File: src/rtl/mux3_bus_arbiter_pkg.sv
// mux3_bus_arbiter_pkg: shared select codes, FSM states and helpers for the 3-way bus arbiter.
package mux3_bus_arbiter_pkg;
   localparam logic [1:0] SEL_R0   = 2'b00;
   localparam logic [1:0] SEL_R1   = 2'b01;
   localparam logic [1:0] SEL_R2   = 2'b10;
   localparam logic [1:0] SEL_IDLE = 2'b11;

   typedef enum logic {ST_IDLE, ST_GRANT} state_t;

   function automatic logic [2:0] onehot3(input logic [1:0] sel);
      return sel == SEL_R0 ? 3'b001 : sel == SEL_R1 ? 3'b010 : sel == SEL_R2 ? 3'b100 : 3'b000;
   endfunction

   function automatic logic [1:0] rr_next(input logic [1:0] x);
      return x >= 2'd2 ? 2'd0 : x + 2'd1;
   endfunction
endpackage

File: src/rtl/mux3_bus_arbiter_rr_pick3.sv
// rr_pick3: combinational round-robin picker, searching from ptr+1 and wrapping back to ptr.
module rr_pick3
   import mux3_bus_arbiter_pkg::*;
(
   input  logic [2:0] req,
   input  logic [1:0] ptr,
   output logic       found,
   output logic [1:0] win
);
   logic [1:0] c1, c2;
   always_comb begin
      c1    = rr_next(ptr);
      c2    = rr_next(c1);
      found = |req;
      win   = req[c1] ? c1 : req[c2] ? c2 : ptr;
   end
endmodule

File: src/rtl/mux3_bus_arbiter.sv
// mux3_bus_arbiter: round-robin owner of the shared 4-bit 3:1 mux, with burst, back-pressure and beat-limit release.
module mux3_bus_arbiter
   import mux3_bus_arbiter_pkg::*;
#(
   parameter int MAX_BEATS = 4,
   parameter int CNT_W     = 3
) (
   input  logic             clk,
   input  logic             rst,
   input  logic [2:0]       req,
   input  logic [2:0]       last,
   input  logic             ready,
   output logic [1:0]       sel,
   output logic [2:0]       gnt,
   output logic             busy,
   output logic             xfer,
   output logic [CNT_W-1:0] beats
);
   state_t           state_q, state_d;
   logic [1:0]       sel_q, sel_d, ptr_q, ptr_d, pick_ptr, win;
   logic [2:0]       gnt_q, gnt_d;
   logic [CNT_W-1:0] beats_q, beats_d;
   logic             own_req, own_last, at_limit, rel, arb, found;

   rr_pick3 u_pick (
      .req   (req),
      .ptr   (pick_ptr),
      .found (found),
      .win   (win)
   );

   // gnt_q is one-hot on the owner, so masking selects the owner's bits without indexing by sel
   always_comb begin
      own_req  = |(req & gnt_q);
      own_last = |(last & gnt_q);
      xfer     = (state_q == ST_GRANT) & ready & own_req;
      at_limit = (MAX_BEATS != 0) && (int'(beats_q) + 1 == MAX_BEATS);
      rel      = (state_q == ST_GRANT) & (~own_req | (xfer & own_last) | (xfer & at_limit));
      arb      = (state_q == ST_IDLE) | rel;
      pick_ptr = rel ? sel_q : ptr_q;
      ptr_d    = pick_ptr;
      state_d  = arb ? (found ? ST_GRANT : ST_IDLE) : state_q;
      sel_d    = arb ? (found ? win : SEL_IDLE) : sel_q;
      gnt_d    = onehot3(sel_d);
      beats_d  = arb ? '0 : beats_q + CNT_W'(xfer);
   end

   always_ff @(posedge clk) begin
      if (rst) begin
         state_q <= ST_IDLE;
         sel_q   <= SEL_IDLE;
         gnt_q   <= '0;
         beats_q <= '0;
         ptr_q   <= 2'd2;
      end else begin
         state_q <= state_d;
         sel_q   <= sel_d;
         gnt_q   <= gnt_d;
         beats_q <= beats_d;
         ptr_q   <= ptr_d;
      end
   end

   assign sel   = sel_q;
   assign gnt   = gnt_q;
   assign busy  = state_q == ST_GRANT;
   assign beats = beats_q;
endmodule

File: config.mk
export PLATFORM = sky130hd
export DESIGN_NAME = mux3_bus_arbiter
export DESIGN_NICKNAME = d
export VERILOG_FILES = /design/src/rtl/mux3_bus_arbiter_pkg.sv /design/src/rtl/mux3_bus_arbiter_rr_pick3.sv /design/src/rtl/mux3_bus_arbiter.sv
export SDC_FILE = /design/constraint.sdc
export NUM_CORES = 1
export LEC_CHECK = 0
export ABC_AREA = 0
export CAP_MARGIN = 10
export CORE_MARGIN = 4
export CORE_UTILIZATION = 45
export DETAILED_ROUTE_END_ITERATION = 10
export DONT_BUFFER_PORTS = 1
export HOLD_SLACK_MARGIN = 0.1
export PLACE_DENSITY = 0.71
export REMOVE_ABC_BUFFERS = 1
export SYNTH_ARGS = -nofsm -noshare
export SYNTH_HDL_FRONTEND = slang
export SYNTH_SLANG_ARGS = --single-unit
export TNS_END_PERCENT = 50
File: constraint.sdc
create_clock -name clk -period 2.55 [get_ports clk]
set_clock_uncertainty 0.1 [all_clocks]
set_input_delay 0.51 -clock clk [delete_from_list [all_inputs] [get_ports clk]]
set_output_delay 0.51 -clock clk [all_outputs]
set_load 0.01 [all_outputs]
# [Yosys cells after proc, flatten, opt, wreduce, memory -nomap -nowiden]
# Index checks and enable logic that the tools add are counted.
[totals] inputBits=9 word_cells=52 out_inout_bits=10 register_bits=11
[classes] n_reduce_logical=7 magnitude_cmp=4 add_sub_neg=4 n_mux=15 eq_ne=3 bitwise_logic=12
[op_table] cell="$mux W2" count=8
[op_table] cell="$reduce_or A3 Y1" count=4
[op_table] cell="$and A3 B3 Y3" count=2
[op_table] cell="$lt A2 B3 Y1 const B" count=2
[op_table] cell="$and A1 B1 Y1" count=5
[op_table] cell="$add A2 B1 Y2 const B" count=2
[op_table] cell="$add A3 B1 Y4 const B" count=1
[op_table] cell="$bmux W1 S2" count=2
[op_table] cell="$eq A4 B3 Y1 const B" count=1
[op_table] cell="$ge A2 B2 Y1 const B" count=2
[op_table] cell="$mux W1" count=4
[op_table] cell="$reduce_or A2 Y1" count=2
[op_table] cell="$add A3 B1 Y3" count=1
[op_table] cell="$mux W3" count=1
[op_table] cell="$or A1 B1 Y1" count=3
[op_table] cell="$eq A2 B1 Y1 const B" count=1
[op_table] cell="$eq A2 B2 Y1 const B" count=1
[op_table] cell="$logic_not A2 Y1" count=1
[op_table] cell="$not A1 Y1" count=2

# [Longest topological paths before layout]
# Gate-level depths: netlist (run 1).
[logic_depth] ltp_word=22 ltp_mapped=7 ltp_nobuf=7

# [Modules after synthesis]
# Synthesis (run 1) repeated with hierarchy kept, for this count alone.
[hier_totals] cells_unflattened=62 area_unflattened_um2=583.1
[modules_own_cells] module="mux3_bus_arbiter" cells_each=53 n_inst=1 seq_area_each_um2=220.2 area_per_inst_um2=525.5
[modules_own_cells] module="rr_pick3" cells_each=9 n_inst=1 seq_area_each_um2=0.0 area_per_inst_um2=57.6

# [Worst setup path after synthesis (run 1)]
# Ideal clock, no wire load.
[synth_timing] path_kind="input-to-reg" start="in last[0]" end="reg gnt_q[0] (netlist: gnt[0])" setup_time_ps=64 path_stages=6 setup_slack_ps=454 path_buffers=0 t_required_ps=2386 t_arrival_ps=1931 path_cell_list="a222oi_1 a21boi_2 or3b_4 or3_1 o41a_2 nor2_1"
[synth_between] elab_chain_len=20 word_cells_on_any_way=26 classes_between="2 x add/sub; 2 x order compare; 1 x eq/ne; 13 x mux; 6 x bitwise; 2 x reduce/logical"
[synth_lines] item="start, declared" line_no="mux3_bus_arbiter.sv:11" rtl="input logic [2:0] last,"
[synth_lines] item="$and A3 B3 Y3 (*)" line_no="mux3_bus_arbiter.sv:35" rtl="own_last = |(last & gnt_q);"
[synth_lines] item="$reduce_or A3 Y1 (*)" line_no="mux3_bus_arbiter.sv:35"
[synth_lines] item="$and A1 B1 Y1 (*)" line_no="mux3_bus_arbiter.sv:38" rtl="rel = (state_q == ST_GRANT) & (~own_req | (xfer & own_last) | (xfer & at_limit));"
[synth_lines] item="$or A1 B1 Y1 (*) (2 in a row)" line_no="mux3_bus_arbiter.sv:38"
[synth_lines] item="$and A1 B1 Y1 (*)" line_no="mux3_bus_arbiter.sv:38"
[synth_lines] item="$mux W2" line_no="mux3_bus_arbiter.sv:40" rtl="pick_ptr = rel ? sel_q : ptr_q;"
[synth_lines] item="$add A2 B1 Y2 or $ge A2 B2 Y1 (tied branches)" line_no="mux3_bus_arbiter_pkg.sv:15" rtl="return x >= 2'd2 ? 2'd0 : x + 2'd1;"
[synth_lines] item="$mux W2" line_no="mux3_bus_arbiter_pkg.sv:15"
[synth_lines] item="[2 not listed]"
[synth_lines] item="$bmux W1 S2" line_no="mux3_bus_arbiter_rr_pick3.sv:15" rtl="win = req[c1] ? c1 : req[c2] ? c2 : ptr;"
[synth_lines] item="$mux W1 (not written as such)" line_no="mux3_bus_arbiter_rr_pick3.sv:15"
[synth_lines] item="$mux W2 (2 in a row)" line_no="mux3_bus_arbiter_rr_pick3.sv:15"
[synth_lines] item="$mux W2" line_no="mux3_bus_arbiter.sv:43" rtl="sel_d = arb ? (found ? win : SEL_IDLE) : sel_q;"
[synth_lines] item="$mux W2 (*)" line_no="mux3_bus_arbiter.sv:43"
[synth_lines] item="$eq A2 B1 Y1" line_no="mux3_bus_arbiter_pkg.sv:11" rtl="return sel == SEL_R0 ? 3'b001 : sel == SEL_R1 ? 3'b010 : sel == SEL_R2 ? 3'b100 : 3'b000;"
[synth_lines] item="$mux W2" line_no="mux3_bus_arbiter_pkg.sv:11"
[synth_lines] item="$mux W1 (*)" line_no="mux3_bus_arbiter_pkg.sv:11"
[synth_lines] item="end signal, assigned" line_no="mux3_bus_arbiter.sv:58" rtl="gnt_q <= gnt_d;"
[synth_lines] item="end, declared" line_no="mux3_bus_arbiter.sv:21" rtl="logic [2:0] gnt_q, gnt_d;"
# Every way passes the cells marked *; elsewhere a longest branch is shown, timed or not. The select of a mux whose other input is x is not followed.
# A chain may end at the register's enable or synchronous reset.

# [Final worst setup path (run 1)]
[layout_timing] start="reg gnt_q[0] (netlist: gnt[0])" end="reg gnt_q[2] (netlist: gnt[2])"
[layout_between] elab_chain_len=20 word_cells_on_any_way=32 classes_between="2 x add/sub; 2 x order compare; 2 x eq/ne; 12 x mux; 10 x bitwise; 4 x reduce/logical"
[layout_lines] item="$and A3 B3 Y3" line_no="mux3_bus_arbiter.sv:34" rtl="own_req = |(req & gnt_q);"
[layout_lines] item="$reduce_or A3 Y1" line_no="mux3_bus_arbiter.sv:34"
[layout_lines] item="$and A1 B1 Y1" line_no="mux3_bus_arbiter.sv:36" rtl="xfer = (state_q == ST_GRANT) & ready & own_req;"
[layout_lines] item="$and A1 B1 Y1" line_no="mux3_bus_arbiter.sv:38"
[layout_lines] item="$or A1 B1 Y1" line_no="mux3_bus_arbiter.sv:38"
[layout_lines] item="$or A1 B1 Y1 (*)" line_no="mux3_bus_arbiter.sv:38"
[layout_lines] item="$and A1 B1 Y1 (*)" line_no="mux3_bus_arbiter.sv:38"
[layout_lines] item="$mux W2" line_no="mux3_bus_arbiter.sv:40"
[layout_lines] item="[3 not listed]"
[layout_lines] item="$mux W2" line_no="mux3_bus_arbiter_pkg.sv:15"
[layout_lines] item="$bmux W1 S2" line_no="mux3_bus_arbiter_rr_pick3.sv:15"
[layout_lines] item="$mux W1 (not written as such)" line_no="mux3_bus_arbiter_rr_pick3.sv:15"
[layout_lines] item="$mux W2 (2 in a row)" line_no="mux3_bus_arbiter_rr_pick3.sv:15"
[layout_lines] item="$mux W2" line_no="mux3_bus_arbiter.sv:43"
[layout_lines] item="$mux W2 (*)" line_no="mux3_bus_arbiter.sv:43"
[layout_lines] item="$eq A2 B1 Y1, or another cell as far along" line_no="mux3_bus_arbiter_pkg.sv:11"
[layout_lines] item="$reduce_or A3 Y1 (no source line) or $mux W3 (tied branches)"
# Marked as above.

==> results of run 1 <==
-- flip-flops by register name, indices dropped and copies added (netlist names) --
signal  cells
busy        1
gnt         3
ptr_q       2
beats       3
sel         2
-- metrics by stage --
| step | utilization (%) | setup WS (ns) | total power, mW | std cells |
|---|---|---|---|---|
| global placement | 49.00 | 0.2918 | 0.3116 | 79 |
| global route | 51.00 | 0.1533 | 0.4515 | 83 |
| CTS | 51.00 | 0.3240 | 0.4311 | 83 |
| floorplan | - | 0.4538 | 0.2940 | 64 |
| finish | 51.00 | 0.3517 | 0.4300 | 83 |
| detailed placement | 49.00 | 0.2617 | 0.3132 | 79 |
-- final cells by class --
class,instances,area (sq um)
fillers,117,645.6
multi-input cells,52,402.9
flip-flops and latches,11,220.2
clock buffers,4,26.28
well taps,15,18.77
inverters,1,3.754
-- cell families (layout without fill, tap and decap cells) --
family	count (synthesis)	count (layout)	share of synthesized area (%)
adder cells (fa/ha/maj)	2	2	3.968
AO/OA/AOI/OAI	14	14	23.02
flip-flops	11	11	34.92
XOR/XNOR	1	1	1.389
multiplexers	5	5	8.135
buffers and inverters	2	5	1.189
AND/OR/NAND/NOR	30	30	27.38
-- worst register-to-register path, stage by stage (launching register included) --
cell,delay [ns]
dfxtp_1,0.36
a222oi_1,0.48
a21boi_2,0.18
nor3b_2,0.35
a311o_1,0.21
o211ai_1,0.12
nor4_1,0.30
-- report_power, final --
part / switching (mW) / internal (mW) / total [mW]
clock: 0.0607 / 0.0606 / 0.121
combinational: 0.0457 / 0.0453 / 0.0910
sequential: 0.0293 / 0.189 / 0.218
-- how the worst max path moves through the flow --
stage,startpoint,end,slack [ns],depth (start not counted)
3_5_place_dp,last[0],gnt[2],0.26,6
4_1_cts,gnt[0],gnt[2],0.32,6
2_1_floorplan,last[0],gnt[0],0.45,6
3_3_place_gp,last[0],gnt[2],0.29,6
6_report,gnt[0],gnt[2],0.35,6
5_1_grt,gnt[0],gnt[2],0.15,6
-- cell usage in the layout, fill, tap and decap left out, drive strengths merged, types with 2 or more instances in the layout --
| cell | synthesis | routed |
|---|---|---|
| nand2 | 4 | 4 |
| nor3 | 3 | 3 |
| clkbuf | 1 | 4 |
| nand3b | 3 | 3 |
| a21boi | 3 | 3 |
| and2 | 2 | 2 |
| mux2i | 4 | 4 |
| nand3 | 2 | 2 |
| nor3b | 2 | 2 |
| nor2 | 7 | 7 |
| ha | 2 | 2 |
| dfxtp | 11 | 11 |
-- routing by layer --
layer	up-vias	track usage (%)	share of wire, %
met2	18	21.45	45
met4	0	7.018	0.66
met5	-	0	0
li1	256	-	-
met3	2	3.162	7.9
met1	245	23.06	47
==> flow_summary.toml, run 1 <==
[min_path]
hp-start = "rst"
hp-class = "in -> reg"
hold_end = "busy"
hold_depth = 1

[yosys]
yosysSeqAreaShare_pct = 34.92
synth_top_area_share_pct = 34.92
synth_ff_type = "dfxtp_1"
synth_cell_type_count = 35
synthArstFlopShare_pct = 0
ys_top_cells_by_area = "dfxtp_1, mux2i_1, nor2_1"
yosys.area.top_type = "dfxtp_1"
synth_edf_count = 0
syn_inst = 65
syn-cell-area_sq_um = 630.6
post-synth-top-count-cell = "dfxtp_1"
post_synth.cell_area_avg_sq_um = 9.702
synth_top_cells_by_count = "dfxtp_1, nor2_1, mux2i_1, nand2_1"
ys_warn_count = 0
ys_ff_latch = 11

[grt]
grt_first_pass_wirelength_mm = 2.352
grt-ovfl-total = 0
first_global_vias = 515
grt_antenna_before_repair = 0
grt_use_total_pct = 15.61
grt_start_max_net_pins = 10

[worst_setup_path]
reg2reg_slack_ns = 0.35
timing.rr.end = "gnt[2]"
reg2reg_from = "gnt[0]"
cp.arrival_ns = 2.26
path_delay_family = "compound AO/OA/AOI/OAI gates"
crit_chain = "a222oi_1, a21boi_2, nor3b_2, a311o_1, o211ai_1, nor4_1"
crit_slowest_cell = "a222oi_1"
cp_max_fo = 6
path_buf_inv = 0
path_class = "reg -> reg"
end_kind = "register"
worstSetupStartpointType = "register"
reg2reg_depth = 6
cpPeakStageDelay_ns = 0.48
required_ns = 2.62

[detailed_routing]
drt_first_pass_iters = 4
routedWlPerCell_um = 16.31
antenna_left = 0
vias = 521
drt-total-wl_mm = 1.354
vias_per_cell = 6.277
drc_errors = 0
drt_iter0_markers = 13

[placed_design]
dpl.hpwl_mm = 1.043
io_buffers = 0
gp_congestion = 0.7874
place_area_sq_um = 645.6

[clock_network]
clk_pin_slew_ns = 0.07
cts_resized = 0
numClockSinks = 11
clkLatencyLatePin_ns = 0.27
cts_setup_buffers = 0
ctsHoldBuffers = 0
tritoncts = "built"
htree_levels = 1
clockBufferDepth = 2
cts_buffers = 3
ctsRootBufferMaster = "clkbuf_4"

[sta]
rsz0062_at_grt = "no"
whs_ns = 0.1984
period_needed_ns = 2.198
setup-tns-final_ns = 0
worst_pin_slew_ns = 0.4315
slew_headroom_pct = 71.23
hold_viol_final = 0
setup_viol = 0
fmax_mhz = 454.9
drv_slew = 0
fin_crit_sh_pct = 86.21

[floorplanning]
boundaryPins = 19
die_width_um = 45.44
core-area_sq_um = 1318
start_util_pct = 47.86
die_area_sq_um = 2064
row_count = 13
die_height_um = 45.44

[cells_and_area]
area_growth_syn_to_layout_pct = 6.548
drive_gt1_share_pct = 14.71
antennaDiodeCount = 0
final_nets = 80
postLayoutCellArea_sq_um = 671.9

[pwr]
power_density_nw_per_um2 = 640.0
cellLeakagePower_nw = 0.2607
ir_worst_vdd_mv = 0.3218

[run]
maxCapViolations = 0

[outcome]
outcome = "finished clean"
No activity file was read; power rests on OpenSTA's default activity.
==> inputs of run 2 (changes only) <==
--- a/config.mk
+++ b/config.mk
@@ -6,13 +6,13 @@
 export NUM_CORES = 1
 export LEC_CHECK = 0
 export ABC_AREA = 0
-export CAP_MARGIN = 10
+export CAP_MARGIN = 20
 export CORE_MARGIN = 4
 export CORE_UTILIZATION = 45
 export DETAILED_ROUTE_END_ITERATION = 10
 export DONT_BUFFER_PORTS = 1
 export HOLD_SLACK_MARGIN = 0.1
-export PLACE_DENSITY = 0.71
+export PLACE_DENSITY_LB_ADDON = 0.2
 export REMOVE_ABC_BUFFERS = 1
 export SYNTH_ARGS = -nofsm -noshare
 export SYNTH_HDL_FRONTEND = slang
==> run 2 against run 1 <==
Effect of this change: sequential cell count stayed put; critical endpoint unchanged; die area stayed put; critical path type unchanged; power is 0.28% higher; largest power group unchanged; cell count unchanged; routed wire length barely moved; first-iteration DRC count rose by 31%; non-clock buffer count is the same; setup slack improved by 0.045 ns; cell area is 0.19% higher.
==> flow_summary.toml, run 2 (synthesis results as in run 1) <==
[outcome]
outcome = "finished clean"

[detailed_routing]
vias = 527
antenna_left = 0
drt-total-wl_mm = 1.353
met3_length_um = 152
highest-signal-layer = "met4"
met1_length_um = 604
drc_errors = 0
routedWlPerCell_um = 16.30
vias_per_cell = 6.349
drt_first_pass_iters = 4
drt_iter0_markers = 17
dr_wl_met2_um = 584

[clock_network]
clkLatencyLatePin_ns = 0.27
cts_buffers = 3
clk_pin_slew_ns = 0.08
cts_setup_buffers = 0
htree_levels = 1
numClockSinks = 11
tritoncts = "built"
clockBufferDepth = 2
cts_resized = 0
ctsHoldBuffers = 0
ctsRootBufferMaster = "clkbuf_4"

[sta]
fmax_mhz = 464.3
worst_pin_slew_ns = 0.4028
setup_viol = 0
fin_crit_sh_pct = 84.46
period_needed_ns = 2.154
rsz0062_at_grt = "no"
slew_headroom_pct = 73.15
drv_slew = 0
setup-tns-final_ns = 0
whs_ns = 0.1955
hold_viol_final = 0
setup_ws_ns = 0.3964

[placed_design]
dpl.hpwl_mm = 1.019
io_buffers = 0
dp_worst_setup_slack_ns = 0.2910
dp_cells = 79
gp_congestion = 0.8040

[cells_and_area]
final_nets = 80
drive_gt1_share_pct = 16.18
finalNonFillerCells = 83
fillers = 127
final_common_cell = "dfxtp_1"
mostFrequentLayoutCells = "dfxtp_1, nor2_1, mux2i_1, nand2_1"
antennaDiodeCount = 0
area_growth_syn_to_layout_pct = 6.746

[worst_setup_path]
crit_chain = "a222oi_1, a21boi_2, nor3b_2, a311o_1, o211ai_1, nor4_1"
worstSetupStartpointType = "register"
end_kind = "register"
crit_start = "gnt[0]"
cp.arrival_ns = 2.24
required_ns = 2.64
path_buf_inv = 0
crit_slowest_cell = "a222oi_1"
reg2reg_from = "gnt[0]"
cp_max_fo = 6
path_class = "reg -> reg"
path_delay_family = "compound AO/OA/AOI/OAI gates"
cpPeakStageDelay_ns = 0.46

[floorplanning]
die_width_um = 45.44
die_area_sq_um = 2064
start_util_pct = 47.86
boundaryPins = 19
row_count = 13
core-area_sq_um = 1318
die_height_um = 45.44

[pwr]
power_density_nw_per_um2 = 640.6
totalPowerFinal_mw = 0.4312
cellLeakagePower_nw = 0.2635
ir_worst_vdd_mv = 0.5117

[run]
maxCapViolations = 0

[grt]
grt_use_total_pct = 16.22
first_global_vias = 513
grt_start_max_net_pins = 10
grt-ovfl-total = 0
grt_first_pass_wirelength_mm = 2.373
grt_antenna_before_repair = 0

[min_path]
hp-class = "in -> reg"
hp-start = "rst"
run 2: cell count changes in the layout (fill, tap and decap cells not counted):
cell / change
clkbuf_1: -1
clkinv_2: +1
run 2: cell type report:
type                    instances  area [sq um]  area share [%]
multi-input cells              52         402.9           59.85
inverters                       1         3.754          0.5576
clock buffers                   3         22.52           3.346
clock inverters                 1         5.005          0.7435
flip-flops and latches         11         220.2           32.71
well taps                      15         18.77           2.788
run 2: report_power, final:
group	internal, mW	switching [mW]	total [mW]
Combinational	0.0453	0.0463	0.0916
Sequential	0.189	0.0297	0.218
Clock	0.0581	0.0633	0.121
Total	0.292	0.139	0.431
run 2: through the flow:
stage	utilization, %	instance area, sq um
3_5_place_dp	49.00	645.6
4_1_cts	51.09	673.1
2_1_floorplan	-	626.9
5_1_grt	51.09	673.1
6_report	51.09	673.1
3_3_place_gp	49.00	645.6
run 2: worst paths after layout:
path,slack [ns],cells after the start,end
worst max-delay path,0.40,6,gnt[2]
worst min register to register,0.47,2,ptr_q[0]
worst min-delay path,0.20,1,busy
worst max register to register,0.40,6,gnt[2]
run 2: per-layer routing:
| layer | track usage [%] | vias up |
|---|---|---|
| met5 | 0 | - |
| met4 | 5.263 | 0 |
| met3 | 7.510 | 2 |
| met2 | 22.28 | 24 |
| met1 | 22.17 | 245 |
| li1 | - | 256 |
